--- src/rtl/i2c_byte_ctrl.sv ---
// i2c_byte_ctrl: byte-level I2C master sequencer (START/STOP/WRITE/READ); optional clock stretching via I2C_CLK_STRETCH_EN
module i2c_byte_ctrl #(
  parameter int QDIV = 250
) (
  input  logic       clk,
  input  logic       reset,
  input  logic       cmd_valid,
  input  logic [1:0] cmd,
  output logic       cmd_ready,
  input  logic [7:0] tx_data,
  input  logic       rx_ack,
  output logic [7:0] rx_data,
  output logic       ack_out,
  output logic       done,
  output logic       busy,
  output logic       scl_oe,
  output logic       sda_oe,
  input  logic       sda_in,
  input  logic       scl_in
);
  localparam int QW = (QDIV > 1) ? $clog2(QDIV) : 1;
  localparam logic [QW-1:0] QMAX = QW'(QDIV - 1);
  typedef enum logic [2:0] {IDLE, START, STOP, DATA, ACK} state_t;
  state_t state, state_n;
  logic [QW-1:0] qcnt, qcnt_n;
  logic [1:0] q, q_n;
  logic [2:0] bitcnt, bit_n;
  logic [7:0] sh, sh_n, rsh, rsh_n, rx_data_n;
  logic rd, rd_n, rxa, rxa_n, ack_n, done_n, scl_n, sda_n, stall, wrap, samp;
`ifdef I2C_CLK_STRETCH_EN
  assign stall = (state == DATA || state == ACK) && q[1] && !scl_in;
`else
  assign stall = scl_in & 1'b0;
`endif
  assign wrap = !stall && qcnt == QMAX;
  assign samp = !stall && q == 2'd3 && qcnt == '0;
  assign cmd_ready = state == IDLE;
  assign busy = state != IDLE;
  // next state, counters, shift registers and the registered line levels derived from the next state
  always_comb begin
    state_n = state;
    qcnt_n = qcnt;
    q_n = q;
    bit_n = bitcnt;
    sh_n = sh;
    rsh_n = rsh;
    rd_n = rd;
    rxa_n = rxa;
    rx_data_n = rx_data;
    ack_n = ack_out;
    done_n = 1'b0;
    if (state == IDLE) begin
      if (cmd_valid) begin
        state_n = cmd == 2'b00 ? START : cmd == 2'b01 ? STOP : DATA;
        qcnt_n = '0;
        q_n = 2'd0;
        bit_n = 3'd7;
        sh_n = tx_data;
        rd_n = cmd == 2'b11;
        rxa_n = rx_ack;
      end
    end else begin
      if (!stall) qcnt_n = wrap ? '0 : qcnt + 1'b1;
      if (wrap) q_n = q + 2'd1;
      if (samp && state == DATA && rd) rsh_n = {rsh[6:0], sda_in};
      if (samp && state == ACK && !rd) ack_n = sda_in;
      if (wrap && q == 2'd3) begin
        if (state == DATA) begin
          sh_n = {sh[6:0], 1'b0};
          bit_n = bitcnt - 3'd1;
          state_n = bitcnt == 3'd0 ? ACK : DATA;
        end else begin
          state_n = IDLE;
          done_n = 1'b1;
          if (state == ACK && rd) rx_data_n = rsh;
        end
      end
    end
    scl_n = state_n == START ? q_n == 2'd3 :
            state_n == STOP  ? q_n == 2'd0 :
            state_n == IDLE  ? (state == IDLE ? scl_oe : state != STOP) : !q_n[1];
    sda_n = state_n == START ? q_n[1] :
            state_n == STOP  ? q_n != 2'd3 :
            state_n == DATA  ? !rd_n && !sh_n[7] :
            state_n == ACK   ? rd_n && !rxa_n : (state == IDLE ? sda_oe : state == START);
  end
  // state and output registers
  always_ff @(posedge clk) begin
    if (reset) begin
      state <= IDLE;
      qcnt <= '0;
      q <= 2'd0;
      bitcnt <= 3'd0;
      sh <= 8'h00;
      rsh <= 8'h00;
      rd <= 1'b0;
      rxa <= 1'b0;
      rx_data <= 8'h00;
      ack_out <= 1'b1;
      done <= 1'b0;
      scl_oe <= 1'b0;
      sda_oe <= 1'b0;
    end else begin
      state <= state_n;
      qcnt <= qcnt_n;
      q <= q_n;
      bitcnt <= bit_n;
      sh <= sh_n;
      rsh <= rsh_n;
      rd <= rd_n;
      rxa <= rxa_n;
      rx_data <= rx_data_n;
      ack_out <= ack_n;
      done <= done_n;
      scl_oe <= scl_n;
      sda_oe <= sda_n;
    end
  end
endmodule

--- config.mk ---
export PLATFORM = sky130hd
export DESIGN_NAME = i2c_byte_ctrl
export DESIGN_NICKNAME = d
export VERILOG_FILES = /design/src/rtl/i2c_byte_ctrl.sv
export SDC_FILE = /design/constraint.sdc
export NUM_CORES = 1
export LEC_CHECK = 0
export CORE_UTILIZATION = 45
export CTS_CLUSTER_DIAMETER = 200
export DETAILED_ROUTE_END_ITERATION = 10
export PLACE_DENSITY = 0.76
export SYNTH_ARGS = -nofsm -noshare
export SYNTH_HDL_FRONTEND = slang
export SYNTH_SLANG_ARGS = --single-unit
--- constraint.sdc ---
create_clock -name clk -period 2 [get_ports clk]
set_clock_uncertainty 0.1 [all_clocks]
set_input_delay 0.3 -clock clk [delete_from_list [all_inputs] [get_ports clk]]
set_output_delay 0.3 -clock clk [all_outputs]
set_load 0.05 [all_outputs]
Yosys cells after proc, flatten, opt, wreduce, memory -nomap -nowiden
Cells that the tools add are included.
{"block": "word_totals", "register_bits": 46, "output_inout_bits": 14}
{"block": "classes", "addsub": 3, "eq_ne": 17, "n_mux": 35, "n_bitwise": 3, "n_reduce_logical": 28}
{"cell": "two-way mux 8 bit", "count": 7}
{"cell": "two-way mux 3 bit", "count": 9}
{"cell": "two-way mux 1 bit", "count": 15}
{"cell": "== test 3 x 2 -> 1 bit, second input constant", "count": 3}
{"cell": "logical AND 1 bit", "count": 9}
{"cell": "logical NOT 3 bit", "count": 3}
{"cell": "adder 8 x 1 -> 8 bit, second input constant", "count": 1}
{"cell": "== test 8 bit, second input constant", "count": 1}
{"cell": "logical NOT 8 bit", "count": 1}
{"cell": "two-way mux 2 bit", "count": 4}
{"cell": "== test 2 bit, second input constant", "count": 3}
{"cell": "== test 3 x 1 -> 1 bit, second input constant", "count": 2}
{"cell": "== test 3 bit, second input constant", "count": 2}
{"cell": "logical NOT 1 bit", "count": 5}
{"cell": "!= test 5 x 1 -> 1 bit, second input constant", "count": 1}
{"cell": "logical NOT 2 bit", "count": 2}
{"cell": "!= test 2 bit, second input constant", "count": 2}
{"cell": "!= test 4 bit, second input constant", "count": 1}
{"cell": "AND reduction 2 bit", "count": 2}
{"cell": "AND reduction 4 bit", "count": 1}
{"cell": "nonzero test 2 bit", "count": 2}
{"cell": "!= test 3 x 2 -> 1 bit, second input constant", "count": 1}
{"cell": "NOT 1 bit", "count": 3}
{"cell": "AND reduction 3 bit", "count": 1}
{"cell": "other kinds (5)", "count": 5}

Logic depth before layout (Yosys ltp)
Gate-level depths: netlist of the first run.
{"block": "logic_depth", "word_depth": 10, "mapped_depth": 10, "mapped_depth_nobuf": 8}

Worst setup path before layout of the first run
OpenSTA, ideal clock, no wires.
{"block": "synth_timing", "path_type": "reg-to-reg", "startpoint": "register state[0]", "endpoint": "register scl_oe", "setup_time_ns": 0.091, "arrival_time_ns": 2.160, "t_required_ns": 1.809, "path_slack_ns": -0.351, "path_stages_with_launch": 10, "path_buffers": 2, "synth_period_minus_slack_ns": 2.351, "path_cell_list": "dfxtp_1 -> buf_6 -> or3_1 -> buf_6 -> inv_1 -> a21oi_1 -> o21a_1 -> o21ai_0 -> nand3_1 -> a311oi_1"}
{"block": "synth_via", "word_cells_on_any_way": 19, "cone_classes": "6 x eq/ne; 9 x mux; 4 x reduce/logical"}
{"item": "from (decl)", "line_no": "24", "text": "state_t state, state_n;"}
{"item": "from (signal assigned)", "line_no": "104", "text": "state <= state_n;"}
{"item": "logical NOT 3 bit (*)"}
{"item": "via cmd_ready", "line_no": "9", "text": "output logic cmd_ready,"}
{"item": "two-way mux 3 bit or two-way mux 2 bit (tied branches)", "line_no": "52", "text": "if (state == IDLE) begin"}
{"item": "logical NOT 3 bit or logical NOT 1 bit (tied branches)", "line_no": "81", "text": "state_n == IDLE ? (state == IDLE ? scl_oe : state != STOP) : !q_n[1];"}
{"item": "two-way mux 1 bit", "line_no": "81"}
{"item": "two-way mux 1 bit", "line_no": "80", "text": "state_n == STOP ? q_n == 2'd0 :"}
{"item": "two-way mux 1 bit", "line_no": "79", "text": "scl_n = state_n == START ? q_n == 2'd3 :"}
{"item": "to (signal assigned)", "line_no": "115", "text": "scl_oe <= scl_n;"}
{"item": "to (decl)", "line_no": "16", "text": "output logic scl_oe,"}
The timed path passes the listed nets; every way through them passes the cells marked *. The select of a mux whose other input is x is not followed.
A chain may end at the register's enable or synchronous reset.

Worst setup path in the final report of the first run
{"block": "layout_timing", "startpoint": "register qcnt[1]", "endpoint": "register sda_oe"}
{"block": "layout_via", "elab_chain_len": 9, "word_cells_on_any_way": 20, "cone_classes": "7 x eq/ne; 10 x mux; 3 x reduce/logical"}
{"item": "from (decl)", "line_no": "25", "text": "logic [QW-1:0] qcnt, qcnt_n;"}
{"item": "from (signal assigned)", "line_no": "105", "text": "qcnt <= qcnt_n;"}
{"item": "== test 8 bit (*)", "line_no": "35", "text": "assign wrap = !stall && qcnt == QMAX;"}
{"item": "logical AND 1 bit", "line_no": "67", "text": "if (wrap && q == 2'd3) begin"}
{"item": "two-way mux 3 bit or two-way mux 8 bit (tied branches)", "line_no": "67"}
{"item": "two-way mux 3 bit or two-way mux 8 bit (tied branches)", "line_no": "52"}
{"item": "== test 3 bit or logical NOT 1 bit (tied branches)", "line_no": "85, 84"}
{"item": "two-way mux 1 bit or logical AND 1 bit (tied branches)", "line_no": "85, 84"}
{"item": "two-way mux 1 bit", "line_no": "84", "text": "state_n == DATA ? !rd_n && !sh_n[7] :"}
{"item": "two-way mux 1 bit", "line_no": "83", "text": "state_n == STOP ? q_n != 2'd3 :"}
{"item": "two-way mux 1 bit", "line_no": "82", "text": "sda_n = state_n == START ? q_n[1] :"}
{"item": "to (signal assigned)", "line_no": "116", "text": "sda_oe <= sda_n;"}
{"item": "to (decl)", "line_no": "17", "text": "output logic sda_oe,"}
Every way passes the cells marked *; elsewhere a longest branch is shown, timed or not. The select of a mux whose other input is x is not followed.

==> flow_summary.ini, run 1 <==
[min_path]
hold_start = sh[4]$_SDFFE_PP0P_
holdCritPathClass = reg2reg
hold_path_depth = 2
holdPathEnd = sh[4]$_SDFFE_PP0P_

[sta]
setup_ws_ps = -83.7
tightest_slew_ps = 497
drv_slew = 0
fmax_mhz = 480
setup_viol = 2
fin_crit_ps = 2080
slew_headroom_pct = 66.8
rsz0062_at_grt = yes
period_share_pct = 104
tns_ps = -98.9
finalHoldViolCount = 0

[route]
drtIter0Drc = 176
via_count = 2132
drt_wl_total_um = 5570
via_per_inst = 5.40
route.detailed.drc = 0
drt-pass1-iter-count = 4
final_antenna_net_count = 0
wl_per_cell_um = 14.1

[critical_path]
path_cells = inv_2, ha_4, and4b_2, and4_4, mux2i_1, a211o_1, a311o_1, a211oi_2
critical_path_class = reg2reg
critPathMaxFanout = 3
cpPeakStageDelay_ps = 360
cp-start-kind = flip-flop
crit_arrival_ps = 2220
cpMaxStageDelayCell = a311o_1
reg2reg_slack_ps = -80
rr_worst_depth = 8
r2r_start = qcnt[1]$_SDFFE_PP0P_
crit_required_ps = 2130
reg2reg_to = sda_oe$_SDFFE_PP0P_
crit_path_end_kind = flip-flop

[place]
gp_congestion = 0.872
hpwl_um = 3740
port_buffers = 28
placed_area_um2 = 2900

[grt]
grt_util_all_layers_pct = 21.7
grt_pass1_vias = 1994
grt.overflow.total = 0
antenna_found_initial = 0
grt_max_degree = 26
grt_pass1_wl_um = 8850

[clocking]
cts_tree = built
cts_buffer_depth = 2
clock-root-buffer = clkbuf_8
cts.sinks = 46
clkTransAtPathRegs_ps = 90
clk_latency_ps = 300
cts.htree.levels = 2
cts_buffers = 5

[layout]
nets = 349
layout_common_cells = 46 x buf_4, 43 x dfxtp_1, 36 x nor2_1
antennaDiodeCount = 0
layout_commonest_cell = buf_4
fin_util_pct = 66.7
design_area_um2 = 3170
final_layout_size_suffix_gt1_share_pct = 28.7
fillers = 392
area_growth_pct = 41.3

[synthesis]
syn_area_um2 = 2240
synth_cells = 256
synth_ff_type = dfxtp_1
synth_nets = 278
synth.distinct_cells = 49
yosysSeqAreaShare_pct = 41.0
avgSynthCellArea_um2 = 8.76
synth_edf_count = 0
async_reset_ff_share_pct = 0
synth_warnings = 0
ys_ff_latch = 46

[floorplanning]
row_count = 25
core-area_um2 = 4750
die_y_um = 72.6
pin_count = 30
start_util_pct = 47.2
die_w_um = 72.6
die_area_um2 = 5270

[power]
pwr-share-comb_pct = 24.8
seqPwrFrac_pct = 44.2
intPower_uw = 1580
clock_power_share_pct = 31.0
netSwitchingFraction_pct = 29.0
power_switching_uw = 648
peakVddDrop_mv = 0.594
p_leak_uw = 0.00129
powerDensity_nw_per_um2 = 704

[status]
status = finished with violations
violations = setup timing

[job]
maxCapViolations = 0
through the flow:
stage	instances	hold slack [ps]	setup WS, ps	total power [uW]
2_1_floorplan	256	331	-69.4	1320
3_3_place_gp	379	339	-376	1500
3_5_place_dp	379	348	-408	1510
4_1_cts	393	360	-83.3	2220
5_1_grt	395	383	-155	2330
6_report	395	360	-83.7	2230
layer usage:
layer	vias to the layer above	global-route usage (%)	share of wire [%]
met4	0	9.80	2.1
met3	14	6.08	5.4
met1	1008	26.6	43
met5	-	0	0
met2	66	35.6	49
li1	1044	-	-
power groups by stage:
stage,Combinational (uW),Sequential (uW),Clock (uW)
floorplan,293,1030,0
global placement,494,1010,0
detailed placement,501,1010,0
CTS,528,987,704
global route,595,993,738
finish,554,987,691
state kept, by name, indices dropped and copies added, names as in the netlist:
signal and cells:
ack_out 1, bitcnt 3, done 1, q 2, qcnt 8, rd 1
rsh 8, rx_data 8, rxa 1, scl_oe 1, sda_oe 1, sh 8
state 3
Yosys cell counts, types with 3 or more instances:
library cell,number,area (um^2)
a21oi_1,18,90.1
a22oi_1,7,52.6
a311oi_1,4,35.0
a31oi_1,5,31.3
and3_1,3,18.8
buf_4,3,22.5
buf_6,4,45.0
clkbuf_1,6,22.5
dfxtp_1,46,921
ha_1,6,75.1
inv_1,6,22.5
mux2i_1,20,200
nand2_1,22,82.6
nand2b_1,7,43.8
nand3_1,11,55.1
nor2_1,40,150
nor3_1,4,20.0
o21ai_0,4,20.0
or3_1,3,18.8
worst max-delay path by stage:
stage | start | end | slack (ps) | cells past startpoint
detailed placement | cmd_valid | sda_oe$_SDFFE_PP0P_ | -410 | 5
global route | qcnt[1]$_SDFFE_PP0P_ | sda_oe$_SDFFE_PP0P_ | -160 | 8
finish | qcnt[1]$_SDFFE_PP0P_ | sda_oe$_SDFFE_PP0P_ | -80 | 8
floorplan | state[0]$_SDFF_PP0_ | scl_oe$_SDFFE_PP0P_ | -70 | 9
CTS | qcnt[1]$_SDFFE_PP0P_ | sda_oe$_SDFFE_PP0P_ | -80 | 8
global placement | cmd_valid | sda_oe$_SDFFE_PP0P_ | -380 | 5
layout make-up:
cell class	count	area [um^2]	area share, %
Inverter	6	26.3	0.829
Tap cell	67	83.8	2.64
Timing Repair Buffer	80	703	22.2
Sequential cell	46	925	29.2
Clock buffer	6	72.6	2.29
Multi-Input combinational cell	188	1320	41.7
Clock inverter	2	37.5	1.18
kinds of logic (layout without fill, tap and decap cells):
kind of cell | count (synthesis) | count (layout) | synth area share (%)
compound gates | 53 | 53 | 16.6
xor+xnor | 2 | 2 | 0.781
fa+ha+maj | 6 | 6 | 3.35
buf+inv | 22 | 94 | 5.63
flops | 46 | 46 | 41.0
mux | 22 | 22 | 9.93
simple gates | 105 | 105 | 22.7
what timing repair did:
item	CTS	global route
buffers inserted	6	2
pin swaps	6	9
resized for setup	14	14
hold buffers	0	0
setup endpoints to repair	3	15
worst max-delay path: cells and delay by family (launching register included):
kind	cells	cell delay [ps]
AO/OA/AOI/OAI	3	760
AND/OR/NAND/NOR	2	540
flip-flops	1	330
adder cells (fa/ha/maj)	1	120
multiplexers	1	100
buffers and inverters	1	80
No activity file was read; power rests on OpenSTA's default activity.
==> inputs of run 2 (changes only) <==
- ABC_CLOCK_PERIOD_IN_PS: unset -> 2000
==> results of run 2 <==
Same layout as run 1: the final DEF is identical, and so are final timing and power.
